--- config.mk ---
export PLATFORM = sky130hd
export DESIGN_NAME = i2c_burst_reg_access
export DESIGN_NICKNAME = d
export VERILOG_FILES = /design/src/rtl/i2c_burst_reg_access.sv
export SDC_FILE = /design/constraint.sdc
export NUM_CORES = 1
export LEC_CHECK = 0
export ABC_AREA = 1
export ABC_CLOCK_PERIOD_IN_PS = 4500
export CAP_MARGIN = 10
export CORE_UTILIZATION = 50
export CTS_BUF_LIST = sky130_fd_sc_hd__clkbuf_8
export CTS_CLUSTER_DIAMETER = 120
export CTS_CLUSTER_SIZE = 30
export DETAILED_ROUTE_END_ITERATION = 16
export HOLD_SLACK_MARGIN = 0.1
export PLACE_DENSITY_LB_ADDON = 0.08
export RECOVER_POWER = 25
export REMOVE_ABC_BUFFERS = 1
export SLEW_MARGIN = 30
export SYNTH_ARGS = -nofsm -noshare
export SYNTH_HDL_FRONTEND = slang
export SYNTH_SLANG_ARGS = --single-unit
--- constraint.sdc ---
create_clock -name clk -period 4.5 [get_ports clk]
set_clock_uncertainty 0.15 [all_clocks]
set_input_delay 0.9 -clock clk [delete_from_list [all_inputs] [get_ports clk]]
set_output_delay 0.9 -clock clk [all_outputs]
set_load 0.05 [all_outputs]
--- src/rtl/i2c_burst_reg_access.sv ---
// i2c_burst_reg_access: drives a byte-level I2C master through register-addressed burst
// reads/writes with buffered data and automatic retry on NACK.
module i2c_burst_reg_access #(
  parameter int REG_ADDR_BYTES = 1,
  parameter int MAX_BURST = 8,
  parameter int RETRIES = 3,
  parameter int RETRY_GAP = 1024,
  localparam int BLW = $clog2(MAX_BURST + 1)
) (
  input  logic           clk,
  input  logic           reset,
  input  logic [6:0]     chip_addr,
  input  logic [15:0]    reg_addr,
  input  logic           is_read,
  input  logic [BLW-1:0] burst_len,
  input  logic           start,
  input  logic           wr_valid,
  input  logic [7:0]     wr_data,
  output logic           rd_valid,
  output logic [7:0]     rd_data,
  output logic           done,
  output logic           ack_error,
  output logic           m_ena,
  output logic [6:0]     m_addr,
  output logic           m_rw,
  output logic [7:0]     m_data_wr,
  input  logic           m_busy,
  input  logic [7:0]     m_data_rd,
  input  logic           m_ack_error
);
  localparam int AW = (MAX_BURST > 1) ? $clog2(MAX_BURST) : 1;
  localparam int IW = $clog2(REG_ADDR_BYTES + MAX_BURST + 1);
  localparam int GW = $clog2(RETRY_GAP + 1);
  localparam int RW = $clog2(RETRIES + 2);
  typedef enum logic [2:0] {IDLE, ADDR, WDATA, RDATA, WAIT_END, GAP, EMIT, FINISH} state_t;
  state_t r_state, w_next;
  logic [7:0] r_buf [2**AW];
  logic r_busy_prev, r_is_read;
  logic [6:0] r_chip;
  logic [15:0] r_reg;
  logic [BLW-1:0] r_len, r_wcnt, r_wr_ptr, w_len;
  logic [IW-1:0] r_idx, w_pidx, w_didx;
  logic [RW-1:0] r_retry;
  logic [GW-1:0] r_gap;
  logic [AW-1:0] w_cidx;
  logic [7:0] w_pbyte;
  logic w_rise, w_fall, w_acc, w_addr_last, w_last, w_push, w_cap, w_prw;
  assign w_rise = m_busy & ~r_busy_prev;
  assign w_fall = ~m_busy & r_busy_prev;
  assign w_acc = m_ena & w_rise;
  assign w_addr_last = r_idx == IW'(REG_ADDR_BYTES - 1);
  assign w_last = r_idx == IW'(REG_ADDR_BYTES) + IW'(r_len) - IW'(1);
  assign w_len = burst_len == '0 ? BLW'(1) : burst_len > BLW'(MAX_BURST) ? BLW'(MAX_BURST) : burst_len;
  // index of the byte to present next: the current one before ena is raised, else the following one
  assign w_pidx = m_ena ? r_idx + IW'(1) : r_idx;
  assign w_didx = w_pidx - IW'(REG_ADDR_BYTES);
  assign w_prw = r_is_read & (w_pidx >= IW'(REG_ADDR_BYTES));
  assign w_pbyte = w_pidx >= IW'(REG_ADDR_BYTES)
                 ? ((r_is_read || w_didx >= IW'(r_wcnt)) ? 8'h00 : r_buf[AW'(w_didx)])
                 : (REG_ADDR_BYTES == 2 && w_pidx == '0) ? r_reg[15:8] : r_reg[7:0];
  assign w_push = r_state == IDLE && wr_valid && r_wr_ptr < BLW'(MAX_BURST);
  // read byte k lands when the master accepts byte k+1, the last one when busy falls
  assign w_cap = (r_state == RDATA && w_acc && r_idx > IW'(REG_ADDR_BYTES)) ||
                 (r_state == WAIT_END && w_fall && r_is_read);
  assign w_cidx = AW'(r_idx - IW'(REG_ADDR_BYTES) - IW'(r_state == RDATA));
  always_comb begin
    w_next = r_state;
    case (r_state)
      IDLE:         w_next = start ? ADDR : IDLE;
      ADDR:         w_next = (w_acc && w_addr_last) ? (r_is_read ? RDATA : WDATA) : ADDR;
      WDATA, RDATA: w_next = (w_acc && w_last) ? WAIT_END : r_state;
      WAIT_END:     w_next = !w_fall ? WAIT_END : !m_ack_error ? (r_is_read ? EMIT : FINISH)
                           : (r_retry < RW'(RETRIES)) ? GAP : FINISH;
      GAP:          w_next = (r_gap == GW'(RETRY_GAP - 1)) ? ADDR : GAP;
      EMIT:         w_next = (r_idx == IW'(r_len) - IW'(1)) ? FINISH : EMIT;
      default:      w_next = IDLE;
    endcase
  end
  always_ff @(posedge clk)
    if (w_push) r_buf[AW'(r_wr_ptr)] <= wr_data;
    else if (w_cap) r_buf[w_cidx] <= m_data_rd;
  always_ff @(posedge clk or posedge reset)
    if (reset) begin
      r_state <= IDLE;
      r_busy_prev <= 1'b0;
      r_is_read <= 1'b0;
      r_chip <= '0;
      r_reg <= '0;
      r_len <= '0;
      r_wcnt <= '0;
      r_wr_ptr <= '0;
      r_idx <= '0;
      r_retry <= '0;
      r_gap <= '0;
      done <= 1'b1;
      ack_error <= 1'b0;
      rd_valid <= 1'b0;
      rd_data <= '0;
      m_ena <= 1'b0;
      m_addr <= '0;
      m_rw <= 1'b0;
      m_data_wr <= '0;
    end else begin
      r_state <= w_next;
      r_busy_prev <= m_busy;
      rd_valid <= 1'b0;
      case (r_state)
        IDLE: begin
          if (w_push) r_wr_ptr <= r_wr_ptr + BLW'(1);
          if (start) begin
            r_chip <= chip_addr;
            r_reg <= reg_addr;
            r_is_read <= is_read;
            r_len <= w_len;
            r_wcnt <= r_wr_ptr;
            r_wr_ptr <= '0;
            r_idx <= '0;
            done <= 1'b0;
            ack_error <= 1'b0;
          end
        end
        ADDR, WDATA, RDATA:
          if (!m_ena) begin
            m_ena <= 1'b1;
            m_addr <= r_chip;
            m_rw <= w_prw;
            m_data_wr <= w_pbyte;
          end else if (w_rise) begin
            if (w_last) m_ena <= 1'b0;
            else begin
              r_idx <= r_idx + IW'(1);
              m_rw <= w_prw;
              m_data_wr <= w_pbyte;
            end
          end
        WAIT_END:
          if (w_fall) begin
            r_idx <= '0;
            r_gap <= '0;
            if (w_next == GAP) r_retry <= r_retry + RW'(1);
            ack_error <= w_next == FINISH && m_ack_error;
          end
        GAP: r_gap <= r_gap + GW'(1);
        EMIT: begin
          rd_valid <= 1'b1;
          rd_data <= r_buf[AW'(r_idx)];
          r_idx <= r_idx + IW'(1);
        end
        default: begin
          done <= 1'b1;
          r_retry <= '0;
        end
      endcase
    end
endmodule

==> results.md, run 1 <==
* Synth top area share at 25.7%
* DIE AREA at 0.0155 mm^2
* Worst r2r path cells at 13
* Status: finished, violations left
* Violated checks: max-capacitance violations, max-slew violations
* Setup crit end kind: flip-flop
* Slowest cell delay on critical path at 0.66 ns
* Most common cell after layout, fill and taps aside: nand2_1
* Wire length of the first global-routing pass at 29600 um
* CP max FO at 20
* Worst path slowest cell: ha_1
* Yosys top cell by area: dfrtp_1
* RSZ-0062 raised after global routing: no
* Worst-path clk slew at 0.08 ns
* Post-synth EDFFs at 64
* Total GRT Usage at 24.4%
* Layout cells sized above 1 at 7.50%
* Synth top area cells: dfrtp_1 26%, edfxtp_1 26%, nand2_1 14%, nand3_1 6.5%, inv_1 6.2%
* Setup tns final at 0 ns
* FMAX at 0.285 GHz
* Crit path cell chain: clkinv_1 > buf_4 > ha_1 > o21ai_0 > ha_1 > ha_1 > inv_1 > o21bai_1 > nand3_1 > nand4_1 > nor2_2 > nand2_1 > a21oi_2
* Post-CTS setup buffer count at 0
* N_diodes at 0
* Lkg Pwr at 4.07 nW
* MaxCap Viol Count at 2
* DR pass1 iterations at 5
* Switching power at 3.22 mW
* Worst Path Buf+Inv at 3
* Clock root buffer: clkbuf_8
* Commonest non-fill, non-tap cells in the layout: 282 x nand2_1, 124 x inv_1, 97 x nand3_1
* Critical path launch point type: flip-flop
* IO buf count at 69
* Hpwl dp at 12400 um
* Hold Crit Class: reg2reg
* Worst Path Arrival at 3.74 ns
* Slew @ Worst Pin at 1.57 ns
* Worst vdd ir at 0.348 mV
* Top reg by flops: r_buf
* CTS tree: done
* Vias in the first global route at 5821
* Prevailing post-synth register cell: dfrtp_1
* Async SR Flop Fraction at 54.9%
* # nets final at 1052
* FP Rows at 44
* DRT iter0 DRCs at 461
* Synth Register Bits at 142
* Yosys cell types at 40
* Drt drc at 0
* Pwr dens at 757 mW/mm^2
* FILL cells at 1303
* Starting Density at 51.3%
* Top delay family on crit path: adder cells
* Largest registers: r_buf: 64 flops, r_gap: 11 flops
* Worst-Skew Late Latency at 0.45 ns
* CTS sink count at 142
* Htree depth at 4
* Detailed-route wire length per cell at 15.1 um
* CORE AREA at 0.0146 mm^2
* Detail Route Antenna Nets at 0
* Comb pwr share at 55.1%
* Initial antenna violation count at 0
* Final Cycle Share at 78.1%
* Largest net degree at the start of global routing at 43
* CP required at 4.73 ns
* Clock Tree Buf Depth at 2
* Avg Inst Size Synth at 8.17 um^2
* Wirelength, routed at 17800 um
* Die height at 124 um
* Synth Cell Area at 0.00749 mm^2
* Syn-to-layout area delta at 16.5%
* CTS Buf Count at 17
* Die span in x at 124 um
* Hold Slack at 0.315 ns
* Vias/cell at 5.18
* Slew Viols, Final at 65
* Clk pwr share at 15.6%
* Max reg flops at 64
* Post-cts sizing count at 0
* Synth Warn # at 0
* GRT Residual Overflow at 0
* Worst relative slew slack at -4.71%
* Switching share of power at 48.7%
* Post-synthesis sequential area ratio at 51.8%
* Fin. Hold Viols at 0
* Setup Crit Path Kind: reg2reg
* I/O pin count at 78
* Cell count after synthesis at 916
* Worst hold path depth at 2
* Most used cell, CP: ha_1
* Vias at 6135
* Gpl congestion at 0.807
* Hold Buf Count CTS at 0
* Power Internal at 3.38 mW
* Post-layout min period at 3.51 ns
* Flop pwr share at 29.4%
* Worst path depth at 13
* # setup viols final at 0
-- cell families (layout without fill, tap and decap cells) --
kind of cell    Yosys count  in the layout  synth area share [%]
compound gates          138            138                  10.0
xor+xnor                  9              9                  1.05
fa+ha+maj                15             15                  2.51
buf+inv                 164            248                  9.11
flops                   142            142                  51.8
mux                       1              1                 0.134
simple gates            447            447                  25.4
-- power by group through the flow --
stage	combinational (mW)	clock (mW)	sequential (mW)
6_report	3.64	1.03	1.94
5_1_grt	4.07	1.10	1.98
4_1_cts	3.64	1.04	1.94
3_5_place_dp	3.63	0	1.97
3_3_place_gp	3.58	0	1.96
2_1_floorplan	2.12	0	2.37
-- stage by stage --
step / cell area, um^2 / util, % / std cells / power (mW) / setup WS [ns]
after detailed placement: 8340 / 57.2 / 1152 / 5.60 / 0.661
after global placement: 8340 / 57.2 / 1152 / 5.54 / 0.740
after CTS: 8740 / 59.9 / 1184 / 6.63 / 1.01
after global routing: 8720 / 59.8 / 1184 / 7.16 / 0.543
final: 8720 / 59.8 / 1184 / 6.60 / 0.987
after floorplan: 7310 / - / 884 / 4.49 / 0.789
-- cells in the mapped netlist (3+ instances only) --
| library cell | count |
|---|---|
| nand3b_1 | 3 |
| nand2_1 | 282 |
| a21oi_1 | 42 |
| ha_1 | 15 |
| o22ai_1 | 6 |
| clkbuf_1 | 16 |
| buf_4 | 5 |
| nor2_1 | 38 |
| inv_2 | 4 |
| nand4_1 | 11 |
| buf_2 | 5 |
| o21ai_0 | 74 |
| edfxtp_1 | 64 |
| nand2_2 | 6 |
| xor2_1 | 6 |
| inv_1 | 124 |
| xnor2_1 | 3 |
| a21oi_2 | 8 |
| nor2_2 | 3 |
| dfrtp_1 | 77 |
| nand3_1 | 97 |
| buf_6 | 3 |
-- final timing paths --
path / startpoint / end / slack (ns)
setup / recovery: r_idx[1] / m_data_wr[4] / 0.99
hold / removal: done / done / 0.32
setup reg to reg: r_idx[1] / m_data_wr[4] / 0.99
hold reg to reg: done / done / 0.32
max in group asynchronous: reset / rd_valid / 1.07
min in group asynchronous: reset / m_addr[2] / 1.10
-- metal layers --
metal	wire (um)	up-vias	global-route usage [%]
met1	8080	2832	32.0
li1	-	3116	-
met3	803	22	5.41
met4	320	0	7.73
met5	0	-	0
met2	8620	165	40.2
-- worst register-to-register path: stages (launching register included) --
cell      delay (ns)
dfrtp_1         0.38
clkinv_1        0.04
buf_4           0.26
ha_1            0.31
o21ai_0         0.36
ha_1            0.66
ha_1            0.38
inv_1           0.07
o21bai_1        0.07
nand3_1         0.08
nand4_1         0.09
nor2_2          0.31
nand2_1         0.15
a21oi_2         0.13
-- area by class of cell --
class	count	area (um^2)	share of cell area [%]
well taps	184	230	2.64
flip-flops and latches	142	3870	44.4
repair buffers	84	796	9.12
multi-input cells	610	2920	33.5
inverters	132	504	5.78
clock inverters	15	163	1.86
clock buffers	17	234	2.68
Power figures use the tool's default switching activity.
==> inputs of run 2 (changes only) <==
Settings changed: ABC_CLOCK_PERIOD_IN_PS 4500 to 2900.
Clock period 4.5 ns to 2.9 ns, I/O delays scaled along.
==> run 2 against run 1 <==
The flow finishes with violations (max-capacitance violations). Utilization is 1.7 points higher. Sequential share of layout area is 1.2 points lower. Design area is 2.8% higher. Combinational power is 64% higher. Power is 60% higher. Wire length is 1.1% higher. Count of clock-buffer cells in the layout is 3 higher. Sequential power is 57% higher.
==> results.md, run 2 (synthesis results as in run 1) <==
* Hold Buf Count CTS at 0
* IO buf count at 69
* DIE AREA at 0.0155 mm^2
* Most used cell, CP: nand2_1
* Register Area at 0.00387 mm^2
* GRT Residual Overflow at 0
* Post-layout min period at 2.70 ns
* # nets final at 1079
* # setup viols final at 0
* Max reg flops at 64
* Power Total at 10.6 mW
* Multi-input logic area at 0.00294 mm^2
* Lkg Pwr at 4.23 nW
* Largest registers: r_buf: 64 flops, r_gap: 11 flops
* Wirelength, routed at 18000 um
* Commonest non-fill, non-tap cells in the layout: 282 x nand2_1, 126 x inv_1, 96 x nand3_1
* Slew @ Worst Pin at 1.48 ns
* Largest net degree at the start of global routing at 43
* Drt drc at 0
* Clock root buffer: clkbuf_8
* Hpwl dp at 12800 um
* RSZ-0062 raised after global routing: no
* Detailed-route wire length per cell at 14.9 um
* Critical path launch point type: flip-flop
* CTS tree: done
* Total GRT Usage at 24.7%
* Initial antenna violation count at 0
* CTS Buf Count at 17
* Syn-to-layout area delta at 19.8%
* CORE AREA at 0.0146 mm^2
* Worst-Skew Late Latency at 0.46 ns
* Slew Viols, Final at 0
* CTS sink count at 142
* Setup crit end kind: flip-flop
* Hold Crit Class: reg2reg
* Vias in the first global route at 5988
* Pwr dens at 1180 mW/mm^2
* N_diodes at 0
* Die span in x at 124 um
* Fin. Hold Viols at 0
* Final Cycle Share at 93.0%
* Clock Tree Buf Depth at 2
* Worst relative slew slack at 0.738%
* DR pass1 iterations at 5
* Crit path cell chain: inv_2 > buf_6 > nand2_2 > nand2_2 > ha_1 > inv_1 > nand2_1 > nand2_1 > ha_1 > nand4_1 > nand4_1 > nor2_4 > nand2_1 > a21oi_2
* Layout cells sized above 1 at 10.2%
* Post-Place Cells at 1179
* Detail Route Antenna Nets at 0
* Starting Density at 51.3%
* MaxCap Viol Count at 1
* Vias at 6243
* Most common cell after layout, fill and taps aside: nand2_1
* Setup Crit Path Kind: reg2reg
* Top reg by flops: r_buf
* Htree depth at 4
* Top delay family on crit path: simple AND/OR/NAND/NOR gates
* I/O pin count at 78
* FP Rows at 44
* CP max FO at 34
* Gpl congestion at 0.829
* Violated checks: max-capacitance violations
* Slowest cell delay on critical path at 0.42 ns
* DRT iter0 DRCs at 661
* Vias/cell at 5.16
* Worst Path Arrival at 2.93 ns
* Die height at 124 um
* Worst vdd ir at 0.723 mV
* Status: finished, violations left
* Worst path slowest cell: dfrtp_1
* FILL cells at 1312
* Wire length of the first global-routing pass at 29700 um
* Final Non-Filler Cells at 1211
* Worst Path Buf+Inv at 3
* Worst-path clk slew at 0.08 ns
* CP required at 3.14 ns
* FMAX at 0.371 GHz
## run 2: changes by cell type in the layout (fill, tap and decap cells not counted), sizes merged
| cell | change |
|---|---|
| buf | +27 |
| clkbuf | +3 |
| clkinv | -3 |
## run 2: path summary, 6_finish.rpt
kind                            startpoint      endpoint  slack [ns]  depth (start not counted)
worst max-delay path              r_idx[0]  m_data_wr[4]        0.20                         14
worst min-delay path                  done          done        0.32                          2
worst max register to register    r_idx[0]  m_data_wr[4]        0.20                         14
worst min register to register        done          done        0.32                          2
max in group asynchronous            reset     r_wcnt[2]        0.60                          3
min in group asynchronous            reset     m_addr[1]        0.76                          2
## run 2: timing repair
item | in CTS | in global routing
setup buffers | 0 | 0
setup endpoints to repair | 2 | 8
gates resized for setup | 1 | 4
endpoints found under the hold margin | 0 | 0
## run 2: layout make-up
cell class,count,share of cell area (%)
flip-flops and latches,142,43.2
multi-input cells,610,32.8
repair buffers,111,11.3
inverters,132,5.62
clock buffers,20,3.07
well taps,184,2.57
clock inverters,12,1.35
## run 2: worst reg2reg max path, cell delays in order, from the launching register on
cell,delay (ns)
dfrtp_1,0.42
inv_2,0.09
buf_6,0.26
nand2_2,0.16
nand2_2,0.12
ha_1,0.22
inv_1,0.07
nand2_1,0.07
nand2_1,0.06
ha_1,0.29
nand4_1,0.09
nand4_1,0.14
nor2_4,0.24
nand2_1,0.12
a21oi_2,0.12
## run 2: metal layers
metal,routed length [um],global-route usage (%),vias to the layer above
met4,303,9.00,0
met3,700,4.51,23
li1,-,-,3158
met1,8030,31.2,2931
met5,0,0,-
met2,8980,42.2,131
## run 2: through the flow
step | setup TNS, ns | hold WS (ns) | setup slack (ns) | cell area [um^2] | utilization [%]
2_1_floorplan | -27.60 | 0.293 | -0.811 | 7310 | -
3_3_place_gp | 0 | 0.303 | 0.0634 | 8580 | 58.8
3_5_place_dp | 0 | 0.307 | 0.00892 | 8580 | 58.8
4_1_cts | 0 | 0.318 | 0.0620 | 8980 | 61.6
5_1_grt | 0 | 0.340 | 0.00329 | 8970 | 61.5
6_report | 0 | 0.320 | 0.204 | 8970 | 61.5
## run 2: where the power goes
group	switching [mW]	internal, mW
combinational	3.91	2.05
clock	0.767	0.826
sequential	0.370	2.67
==> inputs of run 3 (changes only) <==
--- a/constraint.sdc
+++ b/constraint.sdc
@@ -4,2 +4,2 @@
 set_output_delay 0.58 -clock clk [all_outputs]
-set_load 0.05 [all_outputs]
+set_load 0.01 [all_outputs]
==> results of run 3 <==
The final DEF is identical to that of run 2. Status: finished, violations left: max-capacitance violations.
Main changes from that run: total power 10.6 mW -> 10.1 mW; worst IR drop on VDD 0.723 mV -> 0.720 mV
